### config.mk
export PLATFORM = sky130hd
export DESIGN_NAME = uart_rx
export DESIGN_NICKNAME = d
export VERILOG_FILES = /design/src/rtl/uart_pkg.sv /design/src/rtl/uart_baud_tick.sv /design/src/rtl/uart_rx.sv
export SDC_FILE = /design/constraint.sdc
export NUM_CORES = 1
export LEC_CHECK = 0
export ABC_CLOCK_PERIOD_IN_PS = 4000
export BUFFER_PORTS_ARGS = -buffer_cell sky130_fd_sc_hd__buf_2
export CAP_MARGIN = 20
export CORE_UTILIZATION = 50
export DETAILED_ROUTE_END_ITERATION = 7
export PLACE_DENSITY_LB_ADDON = 0.3
export SLEW_MARGIN = 20
export SYNTH_ARGS = -nofsm -noshare
export SYNTH_HDL_FRONTEND = slang
export SYNTH_HIERARCHICAL = 1
export SYNTH_SLANG_ARGS = --single-unit
### constraint.sdc
create_clock -name clk_in -period 4 [get_ports clk_in]
set_input_delay 0.2 -clock clk_in [delete_from_list [all_inputs] [get_ports clk_in]]
set_output_delay 0.2 -clock clk_in [all_outputs]
set_load 0.05 [all_outputs]
### src/rtl/uart_pkg.sv
// uart_pkg: definitions shared by the UART receiver and transmitter.
//   uart_state_e : receiver FSM states
//   calc_div()   : clock divisor for one oversample tick, rounded to nearest
//   IDLE_LEVEL   : idle (mark) level of the serial line
// Optional parity support in uart_rx is enabled with UART_RX_PARITY_EN.
package uart_pkg;

  typedef enum logic [2:0] {
    IDLE,
    START,
    DATA,
    PARITY,
    STOP,
    BREAK
  } uart_state_e;

  localparam logic IDLE_LEVEL = 1'b1;

  // round(clk_freq / (baud * os)) in integer arithmetic
  function automatic int calc_div(input int clk_freq, input int baud, input int os);
    return (clk_freq + (baud * os) / 2) / (baud * os);
  endfunction

endpackage

### src/rtl/uart_baud_tick.sv
// uart_baud_tick: free-running divider producing a one-cycle tick every DIV
// clocks. i_phase_rst restarts the count from 0 so the tick phase can be
// aligned to an external event (a start-bit edge on the receive side).
//   clk_in      : clock
//   reset_n     : async active-low reset
//   i_phase_rst : synchronous restart of the divider
//   o_tick      : one-cycle tick at counter wrap
// Used by uart_rx (UART_RX_PARITY_EN has no effect here).
module uart_baud_tick #(
  parameter int DIV = 27
) (
  input  logic clk_in,
  input  logic reset_n,
  input  logic i_phase_rst,
  output logic o_tick
);

  localparam int            CW   = (DIV > 1) ? $clog2(DIV) : 1;
  localparam logic [CW-1:0] LAST = CW'(DIV - 1);

  logic [CW-1:0] r_cnt;

  always_ff @(posedge clk_in or negedge reset_n) begin
    if (!reset_n)                        r_cnt <= '0;
    else if (i_phase_rst || r_cnt == LAST) r_cnt <= '0;
    else                                 r_cnt <= r_cnt + 1'b1;
  end

  // A restart cycle never ticks, so the first tick lands a full DIV later.
  assign o_tick = (r_cnt == LAST) && !i_phase_rst;

endmodule

### src/rtl/uart_rx.sv
// uart_rx: UART receiver with OVERSAMPLE-times oversampling and 3-sample
// majority vote per bit. Delivers each good byte as a one-cycle strobe.
//   clk_in        : clock
//   reset_n       : async active-low reset
//   uart_rx_path  : serial line, idles high, asynchronous
//   rx_data       : last good byte, held until the next good byte
//   rx_valid      : one-cycle strobe when rx_data updates
//   rx_frame_err  : one-cycle strobe on a bad stop bit
//   rx_parity_err : one-cycle strobe on a parity mismatch (0 without parity)
//   rx_busy       : high while a frame is in progress
// Build option: define UART_RX_PARITY_EN for one parity bit after the data
// (PARITY_ODD selects odd parity); otherwise the frame is 8N1.
module uart_rx
  import uart_pkg::*;
#(
  parameter int CLK_FREQ   = 50000000,
  parameter int BAUD       = 115200,
  parameter int OVERSAMPLE = 16,
  parameter int DATA_BITS  = 8
`ifdef UART_RX_PARITY_EN
  , parameter bit PARITY_ODD = 1'b0
`endif
) (
  input  logic                 clk_in,
  input  logic                 reset_n,
  input  logic                 uart_rx_path,
  output logic [DATA_BITS-1:0] rx_data,
  output logic                 rx_valid,
  output logic                 rx_frame_err,
  output logic                 rx_parity_err,
  output logic                 rx_busy
);

  localparam int            DIV    = calc_div(CLK_FREQ, BAUD, OVERSAMPLE);
  localparam int            SW     = $clog2(OVERSAMPLE);
  localparam int            BW     = $clog2(DATA_BITS);
  localparam logic [SW-1:0] S_V0   = SW'(OVERSAMPLE / 2 - 1);
  localparam logic [SW-1:0] S_V1   = SW'(OVERSAMPLE / 2);
  localparam logic [SW-1:0] S_V2   = SW'(OVERSAMPLE / 2 + 1);
  localparam logic [SW-1:0] S_END  = SW'(OVERSAMPLE - 1);
  localparam logic [BW-1:0] B_LAST = BW'(DATA_BITS - 1);

  logic                 r_sync1, r_sync2, r_line_d;
  uart_state_e          r_state;
  logic [SW-1:0]        r_samp;
  logic [BW-1:0]        r_bitcnt;
  logic [1:0]           r_votes;
  logic [DATA_BITS-1:0] r_shift, r_data;
  logic                 r_valid, r_ferr, r_perr;

  logic w_tick, w_fall, w_start, w_vote_pt, w_end_pt, w_maj, w_par_bad;

`ifdef UART_RX_PARITY_EN
  logic r_par_bad;
  assign w_par_bad = r_par_bad;
`else
  assign w_par_bad = 1'b0;
`endif

  // Two-flop synchroniser plus one delayed copy for edge detection.
  always_ff @(posedge clk_in or negedge reset_n) begin
    if (!reset_n) begin
      r_sync1  <= IDLE_LEVEL;
      r_sync2  <= IDLE_LEVEL;
      r_line_d <= IDLE_LEVEL;
    end else begin
      r_sync1  <= uart_rx_path;
      r_sync2  <= r_sync1;
      r_line_d <= r_sync2;
    end
  end

  assign w_fall  = r_line_d & ~r_sync2;
  assign w_start = (r_state == IDLE) && w_fall;

  uart_baud_tick #(.DIV(DIV)) u_tick (
    .clk_in      (clk_in),
    .reset_n     (reset_n),
    .i_phase_rst (w_start),
    .o_tick      (w_tick)
  );

  // The third sample is taken live at the vote point; the first two are stored.
  assign w_vote_pt = w_tick && (r_samp == S_V2);
  assign w_end_pt  = w_tick && (r_samp == S_END);
  assign w_maj     = (r_votes[0] & r_votes[1]) | (r_votes[0] & r_sync2) |
                     (r_votes[1] & r_sync2);

  always_ff @(posedge clk_in or negedge reset_n) begin
    if (!reset_n) begin
      r_state  <= IDLE;
      r_samp   <= '0;
      r_bitcnt <= '0;
      r_votes  <= '0;
      r_shift  <= '0;
      r_data   <= '0;
      r_valid  <= 1'b0;
      r_ferr   <= 1'b0;
      r_perr   <= 1'b0;
`ifdef UART_RX_PARITY_EN
      r_par_bad <= 1'b0;
`endif
    end else begin
      r_valid <= 1'b0;
      r_ferr  <= 1'b0;
      r_perr  <= 1'b0;

      // Sample index within the current bit; OVERSAMPLE need not be a power of 2.
      if (w_start)     r_samp <= '0;
      else if (w_tick) r_samp <= (r_samp == S_END) ? '0 : r_samp + 1'b1;

      if (w_tick && r_samp == S_V0) r_votes[0] <= r_sync2;
      if (w_tick && r_samp == S_V1) r_votes[1] <= r_sync2;

      case (r_state)
        IDLE: if (w_start) r_state <= START;

        START: begin
          if (w_vote_pt && w_maj) r_state <= IDLE;  // glitch, not a start bit
          else if (w_end_pt) begin
            r_state  <= DATA;
            r_bitcnt <= '0;
          end
        end

        DATA: begin
          if (w_vote_pt) r_shift <= {w_maj, r_shift[DATA_BITS-1:1]};
          if (w_end_pt) begin
            if (r_bitcnt == B_LAST) begin
`ifdef UART_RX_PARITY_EN
              r_state <= PARITY;
`else
              r_state <= STOP;
`endif
            end else begin
              r_bitcnt <= r_bitcnt + 1'b1;
            end
          end
        end

`ifdef UART_RX_PARITY_EN
        PARITY: begin
          if (w_vote_pt) r_par_bad <= w_maj != ((^r_shift) ^ PARITY_ODD);
          if (w_end_pt)  r_state   <= STOP;
        end
`endif

        // Leave at the vote point so the next start edge is never missed.
        STOP: begin
          if (w_vote_pt) begin
            if (w_maj) begin
              r_state <= IDLE;
              if (w_par_bad) r_perr <= 1'b1;
              else begin
                r_data  <= r_shift;
                r_valid <= 1'b1;
              end
            end else begin
              r_ferr  <= 1'b1;
              r_perr  <= w_par_bad;
              r_state <= BREAK;
            end
          end
        end

        // Hold here while the line is low so a break reports only once.
        BREAK: if (r_sync2 == IDLE_LEVEL) r_state <= IDLE;

        default: r_state <= IDLE;
      endcase
    end
  end

  assign rx_data       = r_data;
  assign rx_valid      = r_valid;
  assign rx_frame_err  = r_ferr;
  assign rx_parity_err = r_perr;
  assign rx_busy       = (r_state != IDLE);

endmodule

* Word-level counts from Yosys, hierarchy flattened
Cells that the tools add are included.
Word-level totals: output and inout bits 12, flip-flop bits (word level) 38
Operators by class: add/sub/neg operators 3, mux-type cells 24, reduce and logical (&&, ||, !) cells 17, equal/unequal tests 19, bitwise operators 7
Operator list (count):
- 3-bit 2-to-1 mux | 12
- 3-bit case mux with 5 select lines | 1
- 2-bit != test (second input constant) | 7
- 4-bit equality test (second input constant) | 3
- 4-bit 2-to-1 mux | 3
- 3-bit equality test (second input constant) | 3
- 1-bit logical AND | 7
- 1-bit 2-to-1 mux | 6
- 3-bit case mux with 2 select lines | 1
- 6-bit AND reduction | 1
- 5-bit by 1-bit adder with 5-bit output (second input constant) | 1
- 5-bit equality test (second input constant) | 1
- 5-bit 2-to-1 mux | 1
- 5-bit AND reduction | 1
- 4-bit by 1-bit adder with 4-bit output (second input constant) | 1
- 1-bit bitwise AND | 4
- 4-bit by 3-bit equality test with 1-bit output (second input constant) | 1
- 2-bit nonzero test | 2
- 3-bit by 1-bit adder with 3-bit output (second input constant) | 1
- 3-bit by 1-bit equality test with 1-bit output (second input constant) | 1
- 3-bit by 2-bit equality test with 1-bit output (second input constant) | 1
- 3-bit zero test | 1
- 3-bit != test (second input constant) | 1
- 3-bit AND reduction | 1
- other kinds (7) | 8

* Longest topological paths before layout
Gate-level depths: netlist of run 1.
depth after elaboration 9, gate-level depth with buffers 9

* Modules after synthesis
Netlist of run 1, hierarchy kept.
Modules (own cells, without submodules):
- uart_rx | cells an instance 117, area each 1547.7 µm², times used 1
- uart_baud_tick | cells an instance 23, area each 275.3 µm², times used 1

* Worst setup path after synthesis of run 1
No wires, ideal clock.
path type flip-flop to flip-flop, start point reg r_state[2], end point reg r_data[0] (netlist: rx_data[0]), buffers on the path 2, clock period less this slack 2.435 ns, slack 1.565 ns, stages on the path, launching flop included 9, required time 3.875 ns, data arrival time 2.310 ns, cells stage by stage dfrtp_1 buf_4 or3b_2 nor3_2 nor2b_1 buf_2 and4b_2 nand4_4 mux2_2
On the way: longest elaborated chain between the ends 6, elaborated cells between the ends (all ways) 7, classes of those cells eq/ne: 1; reduce/logical: 6
RTL lines:
- start, declared | line uart_rx.sv:44 | uart_state_e r_state;
- start signal, assigned | line uart_rx.sv:91 | r_state <= IDLE;
- start signal, assigned | line uart_rx.sv:116 | IDLE: if (w_start) r_state <= START;
- start signal, assigned | line uart_rx.sv:119 | if (w_vote_pt && w_maj) r_state <= IDLE;
- 3-bit zero test | line uart_rx.sv:74 | assign w_start = (r_state == IDLE) && w_fall;
- 1-bit logical AND | line uart_rx.sv:74
- via w_start | line uart_rx.sv:51 | logic w_tick, w_fall, w_start, w_vote_pt, w_end_pt, w_maj, w_par_bad;
- 1-bit zero test | line uart_baud_tick.sv:30 | assign o_tick = (r_cnt == LAST) && !i_phase_rst;
- 1-bit logical AND | line uart_baud_tick.sv:30
- via w_tick | line uart_rx.sv:51
- 1-bit logical AND | line uart_rx.sv:84 | assign w_vote_pt = w_tick && (r_samp == S_V2);
- 3-bit AND reduction (no source line)
- end signal, assigned | line uart_rx.sv:155 | r_data <= r_shift;
- end, declared | line uart_rx.sv:48 | logic [DATA_BITS-1:0] r_shift, r_data;
The timed path passes the listed nets, and every way through them passes these cells. A chain may end at the register's enable or synchronous reset.

* Final worst setup path of run 1
start point reg r_state[2], end point reg r_shift[2]
On the way: longest elaborated chain between the ends 6, elaborated cells between the ends (all ways) 7, classes of those cells eq/ne: 1; reduce/logical: 6
RTL lines:
- 3-bit zero test | line uart_rx.sv:74
- 1-bit logical AND | line uart_rx.sv:74
- via w_start | line uart_rx.sv:51
- 1-bit zero test | line uart_baud_tick.sv:30
- 1-bit logical AND | line uart_baud_tick.sv:30
- via w_tick | line uart_rx.sv:51
- 1-bit logical AND | line uart_rx.sv:84
- 2-bit AND reduction (no source line)
- end signal, assigned | line uart_rx.sv:127 | if (w_vote_pt) r_shift <= {w_maj, r_shift[DATA_BITS-1:1]};
- end, declared | line uart_rx.sv:48
The timed path passes the listed nets, and every way through them passes these cells.

==> results of run 1 <==
routing by layer:
layer | global-route usage, % | up-vias | part of all wire (%)
li1 | - | 540 | -
met1 | 20.9 | 563 | 45
met2 | 29.7 | 18 | 50
met3 | 3.65 | 5 | 3.2
met4 | 8.72 | 0 | 1.8
met5 | 0 | - | 0
cell usage after synthesis, types with 2 or more instances:
| cell | number |
|---|---|
| a211o_1 | 2 |
| nor2_1 | 5 |
| a21oi_1 | 7 |
| mux2_2 | 10 |
| dfstp_2 | 3 |
| inv_1 | 5 |
| nand4b_1 | 3 |
| nor3_1 | 4 |
| dfrtp_1 | 35 |
| mux2_4 | 8 |
| nor4_2 | 2 |
| nand2_1 | 4 |
| and4_2 | 3 |
| a32o_1 | 2 |
| buf_6 | 2 |
| nor2b_1 | 3 |
| buf_4 | 3 |
| nand2b_1 | 4 |
| or3b_2 | 2 |
| o21bai_1 | 2 |
| ha_1 | 7 |
cell families after synthesis:
family                     count (synthesis)  synth area share (%)
AOI/OAI and AO/OA                         21                  8.17
muxes                                     19                  13.3
buffers and inverters                     11                  3.77
other                                      1                 0.206
DFF                                       38                  52.4
adders and majority gates                  8                  5.35
xor gates and xnor gates                   2                 0.961
and+or+nand+nor                           40                  15.9
final cells by class:
type | instances | area [µm²]
Tap cell | 46 | 57.6
Sequential cell | 38 | 955
Fill cell | 305 | 1440
Clock inverter | 1 | 5.00
Timing Repair Buffer | 15 | 85.1
Multi-Input combinational cell | 91 | 800
Inverter | 5 | 18.8
Clock buffer | 7 | 55.1
worst max-delay path, stage by stage (launching register included):
cell and delay (ns):
dfrtp_1 0.49, or3b_2 0.51, nor3_2 0.48, nor2b_1 0.30, nand4b_1 0.21, or3_1 0.44
mux2_4 0.34
worst min path at each step:
stage,from,slack (ns),endpoint
global route,r_sync1,0.37,r_sync2
global placement,uart_rx_path,0.31,r_sync1
CTS,r_sync1,0.36,r_sync2
finish,r_sync1,0.36,r_sync2
detailed placement,uart_rx_path,0.31,r_sync1
floorplan,reset_n,-0.1,r_bitcnt[0]
sequential cells by signal (all words and copies together) (netlist names):
register / cells
r_shift: 8
r_state: 3
r_sync1: 1
r_line_d: 1
u_tick/r_cnt: 5
rx_data: 8
rx_frame_err: 1
r_samp: 4
rx_valid: 1
r_sync2: 1
r_votes: 2
r_bitcnt: 3
power by group through the flow:
| stage | logic [mW] | registers, mW | clock network [mW] |
|---|---|---|---|
| after floorplan | 0.149 | 0.455 | 0 |
| after detailed placement | 0.169 | 0.477 | 0 |
| final | 0.169 | 0.470 | 0.201 |
| after CTS | 0.171 | 0.470 | 0.206 |
| after global placement | 0.160 | 0.473 | 0 |
| after global routing | 0.192 | 0.480 | 0.222 |
==> results.tsv, run 1 <==
stage	metric	value	unit
floorplanning	placement row count	21	
power	leakage power	0.989	nW
clock_tree	CTS tree	done	
worst_setup_path	reg2reg setup slack	1.12	ns
timing	Hold WS	0.362	ns
detailed_routing	ANT nets after route	0	
logic_synthesis	synthesized flop and latch total	38	
detailed_routing	via count	1126	
logic_synthesis	post-synthesis cell type count	45	
worst_setup_path	worst reg2reg path endpoint	r_shift[2]	
logic_synthesis	fraction of registers with async set/reset	100	%
layout	fraction of layout cells with a size suffix above 1	33.1	%
logic_synthesis	ys flop type	dfrtp_1	
timing	actual slew at the worst max-slew pin	0.793	ns
min_path	Hold Crit Class	flip-flop to flip-flop	
clock_tree	CTS resizes	0	
global_route	largest net degree at the start of global routing	39	
timing	total negative setup slack	0	ns
timing	Final Cycle Share	72.0	%
layout	Final Util	57.8	%
logic_synthesis	Avg Cell Area, Syn	13.0	µm²
logic_synthesis	post-synthesis sequential area ratio	52.4	%
clock_tree	buffers inserted by post-CTS timing repair	0	
clock_tree	Longest Clk Path Bufs	2	
layout	commonest non-fill, non-tap cell in the layout	dfrtp_1	
global_route	vias in the first global route	1218	
run	max_cap viols	0	
clock_tree	Clk pin slew, worst setup/hold paths	0.10	ns
worst_setup_path	CP required	4.23	ns
global_route	antenna violations before repair	0	
timing	skew final	0.00834	ns
placed_design	Placed Cells incl. Taps	193	
placed_design	Port Buf Inserts	13	
power	Clk pwr share	23.9	%
floorplanning	die height	62.4	µm
detailed_routing	drt first pass iters	4	
floorplanning	Initial Utilization	53.4	%
detailed_routing	vias per cell	5.55	
layout	Non-Filler Instances	203	
timing	Peak Freq	347	MHz
layout	most frequent cells in the layout	35 x dfrtp_1, 13 x buf_2, 10 x mux2_2	
placed_design	Final GP Congestion	0.819	
placed_design	hpwl dp	2110	µm
logic_synthesis	mapped cell area	0.00182	mm²
power	Int Power	0.573	mW
status	status	completed	
layout	# nets final	166	
worst_setup_path	CP startpoint	r_state[2]	
worst_setup_path	FF-to-FF path depth	6	
timing	Worst Slack Setup Final	1.12	ns
detailed_routing	number of remaining DRC errors	0	
layout	ANT cells	0	
worst_setup_path	crit path launch type	flip-flop	
global_route	total grt overflow	0	
clock_tree	clk sinks	38	
clock_tree	CTS Root Cell	clkbuf_4	
placed_design	Area after DPL	0.00190	mm²
floorplanning	Die W	62.4	µm
logic_synthesis	area share of the largest cell type after synthesis	48.0	%
logic_synthesis	cell count after synthesis	140	
detailed_routing	routed wire length	2880	µm
worst_setup_path	kind of critical path	flip-flop to flip-flop	
worst_setup_path	r2r startpoint	r_state[2]	
timing	RSZ-0062 raised after global routing	false	
timing	Period minus WS final	2.88	ns
worst_setup_path	worst-path fanout max	11	
power	Power, Total	0.840	mW
timing	Fin. Hold Viols	0	
global_route	GR Util All Layers	17.4	%
timing	slew margin rel.	47.2	%
floorplanning	Core Region	0.00342	mm²
logic_synthesis	top cells by area, synth	dfrtp_1 48%, mux2_4 6.6%, mux2_2 6.2%, ha_1 4.8%, dfstp_2 4.3%	
layout	fin area	0.00198	mm²
power	maximum vdd drop	221	µV
floorplanning	IO Pins	15	
detailed_routing	DRT iter0 DRCs	30	
power	sw frac	31.8	%
floorplanning	die area	0.00389	mm²
global_route	global-route wire length before repair	5310	µm
logic_synthesis	Post-Syn Nets	150	
worst_setup_path	Crit. End Element	flip-flop	
logic_synthesis	EDFF count, synth	0	
placed_design	post-place setup slack	1.12	ns
logic_synthesis	Syn. warnings	6	
timing	setup violators final	0	
power	Comb power frac	20.1	%
worst_setup_path	worst setup path end	r_shift[2]	
power	P per Cell Area	425	mW/mm²
clock_tree	hold_buf cts	2	
logic_synthesis	post-synth top area cell	dfrtp_1	
layout	Synth-to-Final Area Change	8.37	%
power	sequential cell fraction of total power	56.0	%
clock_tree	CTS Buf Count	5	
worst_setup_path	CP arrival	3.11	ns
clock_tree	depth of the CTS H-tree	2	
timing	Final Max Slew Viols	0	
min_path	worst hold path depth	0	
clock_tree	clock insertion delay at the later pin of the skew report	0.34	ns
power	switching power	0.267	mW
detailed_routing	drt wl/cell	14.2	µm
Note: power is estimated with default switching activity, not from simulation.
==> run 2, diff against run 1 <==
ABC_CLOCK_PERIOD_IN_PS = 2450   (was 4000)
clock period = 2.45 ns   (was 4 ns; I/O delays follow)
==> run 2 against run 1 <==
First-iteration DRC count grew 87%. Clock skew down 0.00071 ns. Critical path depth is 1 higher. Power up 67%. Count of clock-buffer cells in the layout shrank 1. Register-to-register slack got worse by 0.92 ns. Non-clock buffer count increased by 4. Worst hold slack about the same. Cell count grew 2.0%. Clock power increased by 67%. Largest power group unchanged.
==> results.tsv, run 2 (synthesized netlist as in run 1, its figures left out) <==
stage	metric	value	unit	change
power	maximum vdd drop	418	µV	+90%
power	leakage power	1.01	nW	+2.2%
power	switching power	0.451	mW	+69%
worst_setup_path	Crit. End Element	flip-flop		
timing	Final Max Slew Viols	0		unchanged
detailed_routing	DRT iter0 DRCs	56		+87%
detailed_routing	drt first pass iters	4		unchanged
placed_design	Port Buf Inserts	13		unchanged
detailed_routing	routed wire length	2920	µm	+1.4%
global_route	global-route wire length before repair	5400	µm	+1.7%
power	Power, Total	1.40	mW	+67%
global_route	total grt overflow	0		unchanged
layout	Final Util	59.0	%	+1.1 points
timing	slew margin rel.	45.9	%	-1.3 points
status	status	completed		
detailed_routing	drt wl/cell	14.1	µm	-0.57%
worst_setup_path	kind of critical path	flip-flop to flip-flop		
floorplanning	Core Region	0.00342	mm²	unchanged
layout	fraction of layout cells with a size suffix above 1	36.0	%	+2.9 points
worst_setup_path	reg2reg setup slack	0.20	ns	-0.92 ns
layout	fin area	0.00201	mm²	+2.0%
layout	ANT cells	0		unchanged
detailed_routing	via count	1141		+1.3%
worst_setup_path	worst-path fanout max	8		-3
global_route	vias in the first global route	1248		+2.5%
min_path	Hold Crit Class	flip-flop to flip-flop		
clock_tree	CTS Root Cell	clkbuf_4		
worst_setup_path	r2r startpoint	u_tick/r_cnt[0]		
clock_tree	Clk pin slew, worst setup/hold paths	0.11	ns	about the same
power	P per Cell Area	695	mW/mm²	+64%
clock_tree	CTS Buf Count	5		unchanged
clock_tree	clock insertion delay at the later pin of the skew report	0.34	ns	about the same
power	Comb power frac	22.6	%	+2.5 points
worst_setup_path	CP required	2.69	ns	-1.54 ns
min_path	Hold Path Sink	r_sync2		
floorplanning	IO Pins	15		unchanged
floorplanning	Initial Utilization	53.4	%	unchanged
power	Clk pwr share	23.9	%	about the same
timing	Period minus WS final	2.25	ns	-0.632 ns
detailed_routing	number of remaining DRC errors	0		unchanged
clock_tree	depth of the CTS H-tree	2		unchanged
global_route	largest net degree at the start of global routing	39		unchanged
timing	actual slew at the worst max-slew pin	0.812	ns	+0.0195 ns
layout	Non-Filler Instances	207		+2.0%
detailed_routing	ANT nets after route	0		unchanged
layout	most frequent cells in the layout	35 x dfrtp_1, 13 x buf_2, 10 x mux2_2		
global_route	GR Util All Layers	17.9	%	+0.51 points
clock_tree	Longest Clk Path Bufs	2		unchanged
worst_setup_path	CP arrival	2.49	ns	-0.62 ns
global_route	antenna violations before repair	0		unchanged
min_path	worst hold path depth	0		unchanged
layout	commonest non-fill, non-tap cell in the layout	dfrtp_1		
timing	Fin. Hold Viols	0		unchanged
power	sw frac	32.2	%	+0.40 points
timing	RSZ-0062 raised after global routing	false		
placed_design	Area after DPL	0.00193	mm²	+1.6%
timing	skew final	0.00763	ns	-0.000714 ns
timing	total negative setup slack	0	ns	unchanged
floorplanning	placement row count	21		unchanged
run	max_cap viols	0		unchanged
clock_tree	CTS tree	done		
min_path	min-delay src	r_sync1		
timing	Hold WS	0.362	ns	-0.0000750 ns
timing	Worst Slack Setup Final	0.200	ns	-0.918 ns
worst_setup_path	crit path launch type	flip-flop		
layout	# nets final	170		+2.4%
placed_design	post-place setup slack	0.107	ns	-1.01 ns
timing	Peak Freq	444	MHz	+28%
clock_tree	clk sinks	38		unchanged
placed_design	hpwl dp	2090	µm	-0.81%
floorplanning	die area	0.00389	mm²	unchanged
detailed_routing	vias per cell	5.51		-0.63%
worst_setup_path	FF-to-FF path depth	7		+1
worst_setup_path	worst reg2reg path endpoint	r_shift[2]		
floorplanning	Die W	62.4	µm	unchanged
power	Int Power	0.949	mW	+66%
power	sequential cell fraction of total power	53.5	%	-2.5 points
placed_design	Placed Cells incl. Taps	197		+2.1%
layout	Synth-to-Final Area Change	10.5	%	
timing	Final Cycle Share	91.8	%	+20 points
placed_design	Final GP Congestion	0.851		+4.0%
floorplanning	die height	62.4	µm	unchanged
timing	setup violators final	0		unchanged
## run 2: cell count changes in the layout (fill, tap and decap cells not counted)
| cell | previous run | this run |
|---|---|---|
| or3_4 | 0 | 1 |
| clkbuf_1 | 1 | 0 |
| or3_1 | 1 | 0 |
| clkinvlp_4 | 0 | 1 |
| buf_4 | 0 | 4 |
## run 2: area by class of cell
type	instances	area (µm²)
multi-input combinational	91	805
clock buffer	6	51.3
tap	46	57.6
inverter	5	18.8
timing repair buffer	19	115
sequential	38	955
clock inverter	2	12.5
fill	279	1400
## run 2: repair_timing
action	4_1_cts	5_1_grt
setup endpoints to repair	0	8
buffers inserted	0	0
hold buffers	2	0
endpoints found under the hold margin	36	0
resized for setup	0	1
## run 2: power groups by stage
| stage | sequential, mW | combinational, mW | clock, mW |
|---|---|---|---|
| 2_1_floorplan | 0.743 | 0.244 | 0 |
| 3_3_place_gp | 0.755 | 0.296 | 0 |
| 3_5_place_dp | 0.759 | 0.311 | 0 |
| 4_1_cts | 0.748 | 0.317 | 0.349 |
| 5_1_grt | 0.764 | 0.351 | 0.374 |
| 6_report | 0.749 | 0.316 | 0.335 |
## run 2: metal layers
layer | share of wire (%) | wire length [µm] | track usage, % | vias to the layer above
li1 | - | - | - | 548
met5 | 0 | 0 | 0 | -
met4 | 2.4 | 70 | 9.88 | 0
met1 | 42 | 1220 | 19.7 | 564
met2 | 52 | 1530 | 31.9 | 22
met3 | 3.4 | 99 | 4.20 | 7
## run 2: worst max path at each step
stage	endpoint	startpoint	slack, ns
after detailed placement	r_shift[2]	u_tick/r_cnt[0]	0.11
after CTS	r_shift[2]	u_tick/r_cnt[0]	0.07
final	r_shift[2]	u_tick/r_cnt[0]	0.20
after floorplan	rx_data[0]	r_state[2]	0.02
after global placement	r_shift[5]	u_tick/r_cnt[0]	0.21
after global routing	r_state[0]	r_line_d	0.06
## run 2: critical path: stages, from the launching register on
cell      delay [ns]
dfrtp_1         0.43
inv_1           0.08
ha_1            0.15
and4b_1         0.22
nor2b_1         0.27
nand4b_1        0.19
or3_4           0.49
mux2_4          0.33
